===== src/rtl/com_pkg.sv =====
// Shared definitions for the COM UART peripheral: register map, STATUS/IRQ_EN bit positions, TX FSM states.
// Latency: n/a (declarations only).
// Backpressure: n/a.
package com_pkg;

    // Register addresses on the COM port
    localparam logic [7:0] ADDR_LED      = 8'h00;
    localparam logic [7:0] ADDR_SW       = 8'h01;
    localparam logic [7:0] ADDR_DATA     = 8'h02;
    localparam logic [7:0] ADDR_STATUS   = 8'h03;
    localparam logic [7:0] ADDR_RX_COUNT = 8'h04;
    localparam logic [7:0] ADDR_TX_COUNT = 8'h05;
    localparam logic [7:0] ADDR_IRQ_EN   = 8'h06;

    // STATUS register bit positions
    localparam int ST_RX_NONEMPTY = 0;
    localparam int ST_RX_FULL     = 1;
    localparam int ST_TX_EMPTY    = 2;
    localparam int ST_TX_FULL     = 3;
    localparam int ST_RX_OVERRUN  = 4;
    localparam int ST_IS_TX       = 5;
    localparam int ST_IS_RX       = 6;
    localparam int ST_TX_OVERFLOW = 7;

    // IRQ_EN bit positions
    localparam int IRQ_RX_NONEMPTY = 0;
    localparam int IRQ_TX_EMPTY    = 1;
    localparam int IRQ_ERR         = 2;

    typedef enum logic [1:0] {
        IDLE   = 2'd0,
        LAUNCH = 2'd1,
        BUSY   = 2'd2
    } tx_state_t;

endpackage


===== src/rtl/com_sync_fifo.sv =====
// Synchronous first-word-fall-through FIFO; head is visible on rd_data whenever not empty.
// Latency: push visible at head one cycle after the write edge; pop takes effect at the clock edge.
// Backpressure: push ignored when full unless a pop happens in the same cycle; pop ignored when empty.
module com_sync_fifo #(
    parameter int WIDTH = 8,
    parameter int DEPTH = 16,
    localparam int AW = $clog2(DEPTH),
    localparam int CW = AW + 1
) (
    input  logic             clk,
    input  logic             rst,
    input  logic             push,
    input  logic             pop,
    input  logic [WIDTH-1:0] wr_data,
    output logic [WIDTH-1:0] rd_data,
    output logic [CW-1:0]    count,
    output logic             full,
    output logic             empty
);
    logic [WIDTH-1:0] mem [DEPTH];
    logic [AW-1:0]    wr_ptr;
    logic [AW-1:0]    rd_ptr;
    logic             do_push;
    logic             do_pop;

    assign empty   = (count == '0);
    assign full    = (count == CW'(DEPTH));
    assign do_pop  = pop && !empty;
    assign do_push = push && (!full || do_pop);
    assign rd_data = mem[rd_ptr];

    // Pointer and occupancy tracking; pointers wrap naturally since DEPTH is a power of two
    always_ff @(posedge clk) begin
        if (!rst) begin
            wr_ptr <= '0;
            rd_ptr <= '0;
            count  <= '0;
        end else begin
            if (do_push) wr_ptr <= wr_ptr + 1'b1;
            if (do_pop)  rd_ptr <= rd_ptr + 1'b1;
            count <= count + CW'(do_push) - CW'(do_pop);
        end
    end

    // Storage array, no reset needed since reads are qualified by empty
    always_ff @(posedge clk) begin
        if (do_push) mem[wr_ptr] <= wr_data;
    end

endmodule


===== src/rtl/uart.sv =====
// 8N1 UART engine: one start bit, 8 data bits LSB first, one stop bit; bit period 4*CLOCK_DIVIDE clocks.
// Latency: tx line drops at the edge that samples transmit; received pulses at mid stop bit.
// Backpressure: transmit ignored while is_transmitting; received is a single-cycle pulse with no hold-off.
module uart #(
    parameter int CLOCK_DIVIDE = 26
) (
    input  logic       clk,
    input  logic       rst,
    input  logic       rx,
    output logic       tx,
    input  logic       transmit,
    input  logic [7:0] tx_byte,
    output logic       received,
    output logic [7:0] rx_byte,
    output logic       is_receiving,
    output logic       is_transmitting
);
    localparam int BIT  = 4 * CLOCK_DIVIDE;
    localparam int HALF = 2 * CLOCK_DIVIDE;

    logic [15:0] tx_cnt;
    logic [3:0]  tx_left;
    logic [8:0]  tx_shift;
    logic        rx_meta;
    logic        rx_s;
    logic [15:0] rx_cnt;
    logic [3:0]  rx_bits;
    logic [7:0]  rx_shift;

    // Transmitter: start bit driven immediately, then nine shifts (eight data bits and the stop bit)
    always_ff @(posedge clk) begin
        if (rst) begin
            tx              <= 1'b1;
            is_transmitting <= 1'b0;
            tx_cnt          <= '0;
            tx_left         <= '0;
            tx_shift        <= '0;
        end else if (!is_transmitting) begin
            if (transmit) begin
                tx              <= 1'b0;
                tx_shift        <= {1'b1, tx_byte};
                tx_left         <= 4'd9;
                tx_cnt          <= 16'(BIT - 1);
                is_transmitting <= 1'b1;
            end
        end else if (tx_cnt != '0) begin
            tx_cnt <= tx_cnt - 16'd1;
        end else if (tx_left == '0) begin
            is_transmitting <= 1'b0;
        end else begin
            tx       <= tx_shift[0];
            tx_shift <= {1'b0, tx_shift[8:1]};
            tx_left  <= tx_left - 4'd1;
            tx_cnt   <= 16'(BIT - 1);
        end
    end

    // Two-flop synchroniser on the serial input, idling high
    always_ff @(posedge clk) begin
        if (rst) begin
            rx_meta <= 1'b1;
            rx_s    <= 1'b1;
        end else begin
            rx_meta <= rx;
            rx_s    <= rx_meta;
        end
    end

    // Receiver: align to mid start bit, then sample once per bit period; bad start or stop drops the frame
    always_ff @(posedge clk) begin
        if (rst) begin
            is_receiving <= 1'b0;
            received     <= 1'b0;
            rx_byte      <= '0;
            rx_cnt       <= '0;
            rx_bits      <= '0;
            rx_shift     <= '0;
        end else begin
            received <= 1'b0;
            if (!is_receiving) begin
                if (!rx_s) begin
                    is_receiving <= 1'b1;
                    rx_cnt       <= 16'(HALF - 1);
                    rx_bits      <= '0;
                end
            end else if (rx_cnt != '0) begin
                rx_cnt <= rx_cnt - 16'd1;
            end else begin
                rx_cnt <= 16'(BIT - 1);
                if (rx_bits == 4'd0) begin
                    if (rx_s) is_receiving <= 1'b0;
                    else      rx_bits      <= 4'd1;
                end else if (rx_bits <= 4'd8) begin
                    rx_shift <= {rx_s, rx_shift[7:1]};
                    rx_bits  <= rx_bits + 4'd1;
                end else begin
                    is_receiving <= 1'b0;
                    if (rx_s) begin
                        received <= 1'b1;
                        rx_byte  <= rx_shift;
                    end
                end
            end
        end
    end

endmodule


===== src/rtl/com_uart_block.sv =====
// Memory-mapped COM peripheral: LED/switch registers plus UART with TX/RX FIFOs, status, sticky errors and IRQ.
// Latency: register reads are combinational; writes, pops and irq take effect at the next clk edge.
// Backpressure: DATA write to a full TX FIFO drops the byte (tx_overflow); RX arrival on a full FIFO drops it (rx_overrun).
module com_uart_block
    import com_pkg::*;
#(
    parameter int CLOCK_DIVIDE = 26,
    parameter int TX_DEPTH     = 16,
    parameter int RX_DEPTH     = 16,
    parameter int LED_WIDTH    = 8,
    parameter int SW_WIDTH     = 4
) (
    input  logic                 clk,
    input  logic                 rst,
    input  logic [7:0]           addr,
    input  logic [7:0]           wr_data,
    input  logic                 wr_en,
    input  logic                 rd_en,
    output logic [7:0]           rd_data,
    output logic                 irq,
    output logic [LED_WIDTH-1:0] leds,
    input  logic [SW_WIDTH-1:0]  switches,
    output logic                 uart0_tx,
    input  logic                 uart0_rx
);
    localparam int TX_CW = $clog2(TX_DEPTH) + 1;
    localparam int RX_CW = $clog2(RX_DEPTH) + 1;

    logic [7:0]          tx_head;
    logic [TX_CW-1:0]    tx_count;
    logic                tx_full;
    logic                tx_empty;
    logic                tx_push;
    logic                tx_pop;
    logic [7:0]          rx_head;
    logic [RX_CW-1:0]    rx_count;
    logic                rx_full;
    logic                rx_empty;
    logic                rx_pop;
    logic                received;
    logic [7:0]          rx_byte;
    logic                is_transmitting;
    logic                is_receiving;
    logic                transmit;
    logic                uart_rst;
    logic                data_wr;
    logic                rx_drop;
    logic                rx_overrun;
    logic                tx_overflow;
    logic [2:0]          irq_en;
    logic [SW_WIDTH-1:0] sw_meta;
    logic [SW_WIDTH-1:0] sw_sync;
    logic [7:0]          status;
    tx_state_t           state;
    tx_state_t           state_nxt;

    assign uart_rst = !rst;
    assign data_wr  = wr_en && (addr == ADDR_DATA);
    assign tx_push  = data_wr && !tx_full;
    assign rx_pop   = rd_en && (addr == ADDR_DATA);
    // A pop on the same edge frees the slot, so the arriving byte is only lost if nothing leaves
    assign rx_drop  = received && rx_full && !(rx_pop && !rx_empty);

    com_sync_fifo #(.WIDTH(8), .DEPTH(TX_DEPTH)) u_tx_fifo (
        .clk     (clk),
        .rst     (rst),
        .push    (tx_push),
        .pop     (tx_pop),
        .wr_data (wr_data),
        .rd_data (tx_head),
        .count   (tx_count),
        .full    (tx_full),
        .empty   (tx_empty)
    );

    com_sync_fifo #(.WIDTH(8), .DEPTH(RX_DEPTH)) u_rx_fifo (
        .clk     (clk),
        .rst     (rst),
        .push    (received),
        .pop     (rx_pop),
        .wr_data (rx_byte),
        .rd_data (rx_head),
        .count   (rx_count),
        .full    (rx_full),
        .empty   (rx_empty)
    );

    // The engine captures tx_byte on the same edge that sees transmit, so the FIFO head feeds it directly
    uart #(.CLOCK_DIVIDE(CLOCK_DIVIDE)) u_uart (
        .clk             (clk),
        .rst             (uart_rst),
        .rx              (uart0_rx),
        .tx              (uart0_tx),
        .transmit        (transmit),
        .tx_byte         (tx_head),
        .received        (received),
        .rx_byte         (rx_byte),
        .is_receiving    (is_receiving),
        .is_transmitting (is_transmitting)
    );

    // TX FSM state register
    always_ff @(posedge clk) begin
        if (!rst) state <= IDLE;
        else      state <= state_nxt;
    end

    // TX FSM next state: launch a frame from the FIFO head, then track the engine through its busy window
    always_comb begin
        state_nxt = state;
        transmit  = 1'b0;
        tx_pop    = 1'b0;
        case (state)
            IDLE: begin
                if (!tx_empty && !is_transmitting) begin
                    transmit  = 1'b1;
                    tx_pop    = 1'b1;
                    state_nxt = LAUNCH;
                end
            end
            LAUNCH:  if (is_transmitting)  state_nxt = BUSY;
            BUSY:    if (!is_transmitting) state_nxt = IDLE;
            default: state_nxt = IDLE;
        endcase
    end

    // Control registers, sticky error flags (a new error wins over a same-cycle clear) and switch sync
    always_ff @(posedge clk) begin
        if (!rst) begin
            leds        <= '0;
            irq_en      <= '0;
            rx_overrun  <= 1'b0;
            tx_overflow <= 1'b0;
            sw_meta     <= '0;
            sw_sync     <= '0;
        end else begin
            sw_meta <= switches;
            sw_sync <= sw_meta;
            if (wr_en && (addr == ADDR_LED))    leds   <= wr_data[LED_WIDTH-1:0];
            if (wr_en && (addr == ADDR_IRQ_EN)) irq_en <= wr_data[2:0];
            if (rx_drop)
                rx_overrun <= 1'b1;
            else if (wr_en && (addr == ADDR_STATUS) && wr_data[ST_RX_OVERRUN])
                rx_overrun <= 1'b0;
            if (data_wr && tx_full)
                tx_overflow <= 1'b1;
            else if (wr_en && (addr == ADDR_STATUS) && wr_data[ST_TX_OVERFLOW])
                tx_overflow <= 1'b0;
        end
    end

    // Interrupt request, one cycle behind the conditions it reflects
    always_ff @(posedge clk) begin
        if (!rst) irq <= 1'b0;
        else      irq <= |(irq_en & {rx_overrun | tx_overflow, tx_empty, !rx_empty});
    end

    // Status vector and combinational read mux
    always_comb begin
        status                 = '0;
        status[ST_RX_NONEMPTY] = !rx_empty;
        status[ST_RX_FULL]     = rx_full;
        status[ST_TX_EMPTY]    = tx_empty;
        status[ST_TX_FULL]     = tx_full;
        status[ST_RX_OVERRUN]  = rx_overrun;
        status[ST_IS_TX]       = is_transmitting;
        status[ST_IS_RX]       = is_receiving;
        status[ST_TX_OVERFLOW] = tx_overflow;

        rd_data = '0;
        case (addr)
            ADDR_LED:      rd_data[LED_WIDTH-1:0] = leds;
            ADDR_SW:       rd_data[SW_WIDTH-1:0]  = sw_sync;
            ADDR_DATA:     rd_data = rx_empty ? 8'h00 : rx_head;
            ADDR_STATUS:   rd_data = status;
            ADDR_RX_COUNT: rd_data[RX_CW-1:0] = rx_count;
            ADDR_TX_COUNT: rd_data[TX_CW-1:0] = tx_count;
            ADDR_IRQ_EN:   rd_data[2:0] = irq_en;
            default:       rd_data = '0;
        endcase
    end

endmodule


===== config.mk =====
export PLATFORM = sky130hd
export DESIGN_NAME = com_uart_block
export DESIGN_NICKNAME = d
export VERILOG_FILES = /design/src/rtl/com_pkg.sv /design/src/rtl/com_sync_fifo.sv /design/src/rtl/uart.sv /design/src/rtl/com_uart_block.sv
export SDC_FILE = /design/constraint.sdc
export NUM_CORES = 1
export LEC_CHECK = 0
export ABC_AREA = 1
export CELL_PAD_IN_SITES_DETAIL_PLACEMENT = 0
export CELL_PAD_IN_SITES_GLOBAL_PLACEMENT = 2
export CORE_MARGIN = 5
export CORE_UTILIZATION = 30
export CTS_CLUSTER_SIZE = 20
export DETAILED_ROUTE_END_ITERATION = 10
export GPL_TIMING_DRIVEN = 0
export PLACE_DENSITY_LB_ADDON = 0.1
export SYNTH_ARGS = -nofsm -noshare
export SYNTH_HDL_FRONTEND = slang
export SYNTH_SLANG_ARGS = --single-unit

===== constraint.sdc =====
create_clock -name clk -period 5.8 [get_ports clk]
set_input_delay 0.58 -clock clk [delete_from_list [all_inputs] [get_ports clk]]
set_output_delay 0.58 -clock clk [all_outputs]
set_load 0.02 [all_outputs]

* After elaboration in Yosys (flattened, before gate mapping)
Memories as Yosys holds them, arrays and structs flattened. A register that Yosys moved wholly into a read port is not among the register bits.
Index checks and enable logic that the tools add are counted.
** Word-level totals
- RAM bits :: 256
- Bits of input ports :: 25
- Logic and storage cells :: 170
- Output and inout bits :: 18
- Flip-flop bits (word level) :: 121
- Memories :: 2
** Operators by class
- Magnitude comparators :: 1
- Reduce and logical (&&, ||, !) cells :: 43
- Add/subtract/negate cells :: 12
- Equal/unequal tests :: 20
- Mux-type cells :: 58
- Bitwise gates (word level) :: 7
** Memories
- u_rx_fifo.mem :: depth 16, bits a word 8, rd ports 1, clocked after Yosys merged registers in 1, write ports 1, RTL line com_sync_fifo.sv:20 : logic [WIDTH-1:0] mem [DEPTH];
- u_tx_fifo.mem :: depth 16, bits a word 8, rd ports 1, clocked after Yosys merged registers in 1, write ports 1, RTL line com_sync_fifo.sv:20
** Operator list (count)
- 2-to-1 mux 16 bit :: 7
- 2-to-1 mux 4 bit :: 14
- 2-to-1 mux 9 bit :: 4
- nonzero test 16 bit :: 2
- subtractor 16 x 1 -> 16 bit (second input constant) :: 2
- equality test 8 x 3 -> 1 bit (second input constant) :: 3
- 2-to-1 mux 1 bit :: 24
- case mux 3 bit (7 select lines) :: 1
- adder 4 x 1 -> 4 bit (second input constant) :: 5
- equality test 8 x 2 -> 1 bit (second input constant) :: 2
- logical AND 1 bit :: 16
- != test 2 bit (second input constant) :: 6
- adder 5 x 1 -> 5 bit :: 2
- equality test 5 bit (second input constant) :: 2
- zero test 5 bit :: 2
- subtractor 5 x 1 -> 5 bit :: 2
- case mux 3 bit (3 select lines) :: 1
- equality test 8 x 1 -> 1 bit (second input constant) :: 1
- zero test 4 bit :: 2
- zero test 8 bit :: 1
- 2-to-1 mux 8 bit :: 1
- AND reduction 4 bit :: 2
- zero test 1 bit :: 6
- 2-to-1 mux 2 bit :: 3
- other kinds (20) :: 30

* Logic depth before layout (Yosys ltp)
- Depth after elaboration :: 10
- Gate-level depth with buffers :: 15
- Gate-level depth less buffers :: 15

* Cells and area by module
A second synthesis with hierarchy kept.
** Unflattened totals
- Cell total of the unflattened synthesis :: 2093
- Area, all modules :: 17997.3 um2
** Modules (own cells, without submodules)
- com_sync_fifo :: instances 2, area each 6470.0 um2, sequential area each 4184.0 um2, cells each 651
- uart :: instances 1, area each 3739.8 um2, sequential area each 1421.4 um2, cells each 577
- com_uart_block :: instances 1, area each 1317.5 um2, sequential area each 480.5 um2, cells each 214

* Least setup slack after synthesis
OpenSTA, ideal clock, no wires.
- Path type :: input port to flip-flop
- Start point :: in addr[7]
- End point :: reg u_rx_fifo.count[4]
- Path slack :: 3.183 ns
- Library setup time :: 0.125 ns
- Required time :: 5.675 ns
- Path buffers :: 0
- Stages :: 13
- Arrival time :: 2.492 ns
- Path through :: nor2_1 nand3_2 nor2_1 nand2_1 nor3_1 ha_1 inv_1 ha_1 fa_1 a21oi_1 o21ai_0 o21ai_0 a21oi_1
** On the way
- Cells in the longest elaborated chain, start to end :: 7
** Ends and longest elaborated chain
- from (decl) :: RTL line com_uart_block.sv:15 : input logic [7:0] addr,
- equality test 8 x 2 -> 1 bit (*) :: RTL line com_uart_block.sv:60 : assign rx_pop = rd_en && (addr == ADDR_DATA);
- logical AND 1 bit (*) :: RTL line com_uart_block.sv:60
- logical AND 1 bit (*) :: RTL line com_sync_fifo.sv:28 : assign do_pop = pop && !empty;
- logical OR 1 bit :: RTL line com_sync_fifo.sv:29 : assign do_push = push && (!full || do_pop);
- logical AND 1 bit :: RTL line com_sync_fifo.sv:29
- adder 5 x 1 -> 5 bit :: RTL line com_sync_fifo.sv:41 : count <= count + CW'(do_push) - CW'(do_pop);
- subtractor 5 x 1 -> 5 bit (*) :: RTL line com_sync_fifo.sv:41
- to (signal assigned) :: RTL line com_sync_fifo.sv:41
- to (decl) :: RTL line com_sync_fifo.sv:16 : output logic [CW-1:0] count,
Mark *: on every way between the ends. The rest lies on a longest branch, timed or not.
A chain may end at the register's enable or synchronous reset.

* Worst setup path after layout
- Start point :: in addr[7]
- End point :: out rd_data[5]
** On the way
- Cells in the longest elaborated chain, start to end :: 2
- Elaborated cells between the ends (all ways) :: 4
- Classes of those cells :: eq/ne: 2; mux: 1; reduce/logical: 1
** Ends and longest elaborated chain
- equality test 8 x 2 -> 1 bit or zero test 8 bit (tied branches) :: RTL line com_uart_block.sv:171 : case (addr)
- case mux 3 bit (3 select lines) (*) :: RTL line com_uart_block.sv:171
- to (decl) :: RTL line com_uart_block.sv:19 : output logic [7:0] rd_data,
Marks and branches as above.

==> implementation parameters <==
Parameter                              Value

Detailed routing
  Detailed-route wire length    53300 µm
  Count of nets left with antenna violations after detail routing    0
  Via-per-instance ratio    4.65
  Number of design rule violations left after detail routing    0
  DR pass1 iterations    5
  Drt wl/cell    19.3 µm
  Iteration-0 DRC count of the detailed router    957
  Vias after detailed routing    12835

Setup path
  Critical path class    input port to output pin
  Worst stage delay on the critical path    0.66 ns
  Cell with the largest stage delay on the worst path    sky130_fd_sc_hd__clkdlybuf4s50_1
  Startpoint of the lowest-slack register-to-register path    u_rx_fifo.count[2]
  Cells traversed along the worst timing path    clkdlybuf4s50_1 > nor2_1 > nand3_2 > nor2_1 > nand2_1 > nor2_1 > nand3_1 > nand3_1 > clkdlybuf4s50_1
  Destination of the worst register-to-register timing path    u_rx_fifo.count[4]
  Crit-path most repeated cell    sky130_fd_sc_hd__nor2_1
  Setup crit end    rd_data[5]
  Arrival time at the worst endpoint    3.46 ns
  CP startpoint    addr[7]
  Register-to-register setup slack    2.98 ns
  Startpoint kind of the worst setup timing path    input port
  Required @ worst endpoint    5.22 ns
  Length in cells of the worst reg-to-reg path    15
  Kind of capture point of the worst setup path    output pin
  Crit Path Max Fanout    8

Floorplan
  Die Span X    249 µm
  Starting density of the core    30.3%
  IO Count    43
  Placeable Area    56600 µm²
  Placement Rows    87
  Die Outline Area    62100 µm²
  Height of the die    249 µm

Global route
  Via count of the first global-routing pass    12381
  Global-route usage over all layers    16.9%
  Antenna violations before repair    0
  Wire length of the first global-routing pass    80200 µm
  Pin count of the biggest net entering global routing    19
  Aggregate global routing overflow    0

Placement
  Placed wire-length estimate after detailed placement    36900 µm
  Area post-placement    18600 µm²
  Pre-CTS setup slack    1.72 ns
  Number of cells after detailed placement    2674
  Gpl congestion    0.805
  Count of input and output buffers    41

Power
  Cell leakage power    7.67 nW
  Total power draw    7.92 mW
  Max rail drop VDD    0.235 mV
  Total power density per cell area    393 nW/µm²

Synthesis
  Number of distinct library cell variants in the gate-level netlist after synthesis    47
  Synth Instances    1876
  Most area-consuming cells after synthesis    sky130_fd_sc_hd__edfxtp_1 45%, sky130_fd_sc_hd__dfxtp_1 15%, sky130_fd_sc_hd__nand2_1 9.8%, sky130_fd_sc_hd__nor2_1 5.6%, sky130_fd_sc_hd__nand3_1 4.7%
  Avg Inst Size Synth    9.16 µm²
  Share of the synthesized area in the top cell type    44.7%
  Synthesized cell area    17200 µm²
  Number of warnings issued by yosys    0
  Fraction of the yosys area taken by sequential cells    59.8%
  Mapped Nets    1932
  Post-synth top area cell    sky130_fd_sc_hd__edfxtp_1
  Yosys reg bits    385

Final layout
  Final cell utilization of the core    35.6%
  Fraction of layout instances using a drive strength above 1    7.28%
  Most common cell after layout, fill and taps aside    sky130_fd_sc_hd__nand2_1
  Area added between synthesis and finish    17.3%
  Highest-count cells in the layout ignoring fill and taps    447 x sky130_fd_sc_hd__nand2_1, 258 x sky130_fd_sc_hd__nor2_1, 256 x sky130_fd_sc_hd__edfxtp_1
  Fill count    5850
  Non-filler instance count after layout    2763
  Layout Nets    2023
  Total non-filler cell area in the finished layout    20100 µm²

Clock network
  CTS Root Cell    sky130_fd_sc_hd__clkbuf_16
  CTS tree    yes
  H-tree levels    2
  Post-CTS Hold Fix Bufs    0
  Number of gates resized after CTS    0
  # Post-CTS Setup Buffers    0
  CTS Buffer Depth    3
  Clock network latency to the later pin of the worst-skew pair    0.58 ns
  Clock-pin slew of the registers on the worst-case setup and hold paths    0.06 ns
  Number of CTS-inserted buffers    47
  Total clock sinks    385

Worst hold path
  Worst min-delay path category    flop to flop

Timing
  Final Hold Fails    0
  Number of endpoints failing setup at the final stage    0
  Final worst clock skew    0.0145 ns
  Setup total negative slack    0 ns
  Minimum clock period    4.04 ns
  Share of the cycle needed by the critical path after routing    69.7%
  Final WS setup    1.76 ns
  Post-route worst hold slack    0.408 ns
  Actual slew at the worst max-slew pin    1.08 ns
  Final Slew Violations    0
  Slew headroom    27.6%
  Achievable clock frequency    0.247 GHz
  RSZ-0062 raised after global routing    no

Job
  Max-cap check violation count    0

Run status
  Status    finished clean
-- synthesized netlist by cell type (all sizes together) --
master,n
o21ai,103
nand4,15
o21bai,1
a221oi,1
clkbuf,42
nand3b,3
ha,29
xnor2,8
a21oi,73
o22ai,6
nor3,19
o31ai,1
fa,2
a21o,1
a31oi,4
dfxtp,129
buf,30
edfxtp,256
or2,5
nand3,165
a21boi,1
clkinv,5
nand2,460
nor3b,1
inv,203
xor2,14
nor4,3
o211ai,27
nor2,269
-- kinds of logic (layout without fill, tap and decap cells) --
kind of cell / Yosys count / count (layout) / share of synthesized area [%]
xor gates and xnor gates: 22 / 22 / 1.12
buffers and inverters: 280 / 410 / 6.49
and+or+nand+nor: 940 / 940 / 23.3
AOI/OAI and AO/OA: 218 / 218 / 6.92
adders and majority gates: 31 / 31 / 2.35
DFF: 385 / 385 / 59.8
other: 0 / 1 / 0
-- layer usage --
metal / vias up / GRT usage (%) / wire [µm]
met5: - / 0 / 0
met3: 70 / 3.18 / 2840
li1: 6381 / - / -
met1: 6094 / 25.8 / 27200
met2: 290 / 24.8 / 22300
met4: 0 / 3.92 / 1050
-- worst min path at each step --
stage | from | endpoint | cells after the start | slack, ns
final | u_uart.rx_meta | u_uart.rx_s | 1 | 0.41
after global routing | sw_meta[3] | sw_sync[3] | 2 | 0.42
after CTS | sw_meta[3] | sw_sync[3] | 2 | 0.41
after detailed placement | sw_meta[3] | sw_sync[3] | 2 | 0.40
after global placement | u_uart.rx_meta | u_uart.rx_s | 1 | 0.39
after floorplan | sw_meta[0] | sw_sync[0] | 2 | 0.39
-- critical path: cells and delay by family --
kind | cells | cell delay (ns)
buffers and inverters | 2 | 1.06
AND/OR/NAND/NOR | 7 | 1.81
-- power breakdown --
group	switching (mW)	internal [mW]
combinational	1.18	0.543
sequential	0.0982	3.03
clock	1.21	1.86
-- sequential cells by signal, summed over array words and instances (netlist names), 2 cells and up, named ones only --
register / cells
irq_en: 3
leds: 8
state: 2
u_uart.rx_byte: 8
u_rx_fifo.wr_ptr: 4
u_rx_fifo.rd_ptr: 4
u_uart.rx_cnt: 16
u_uart.tx_shift: 9
u_tx_fifo.rd_ptr: 4
u_uart.rx_shift: 8
u_uart.tx_left: 4
u_tx_fifo.count: 5
u_tx_fifo.wr_ptr: 4
u_tx_fifo.mem: 128
u_rx_fifo.count: 5
sw_meta: 4
sw_sync: 4
u_rx_fifo.mem: 128
u_uart.tx_cnt: 16
u_uart.rx_bits: 4
-- final cells by class --
type                    count  area, µm²  area share (%)
flip-flops and latches    385      10300            51.0
multi-input cells        1211       5800            28.8
clock buffers              55       1220            6.04
well taps                 756        946            4.69
inverters                 208        790            3.92
repair buffers             42        422            2.09
clock inverters            33        378            1.88
plain buffers              72        325            1.61
diodes                      1       2.50          0.0124
(Power assumes the default switching activity.)
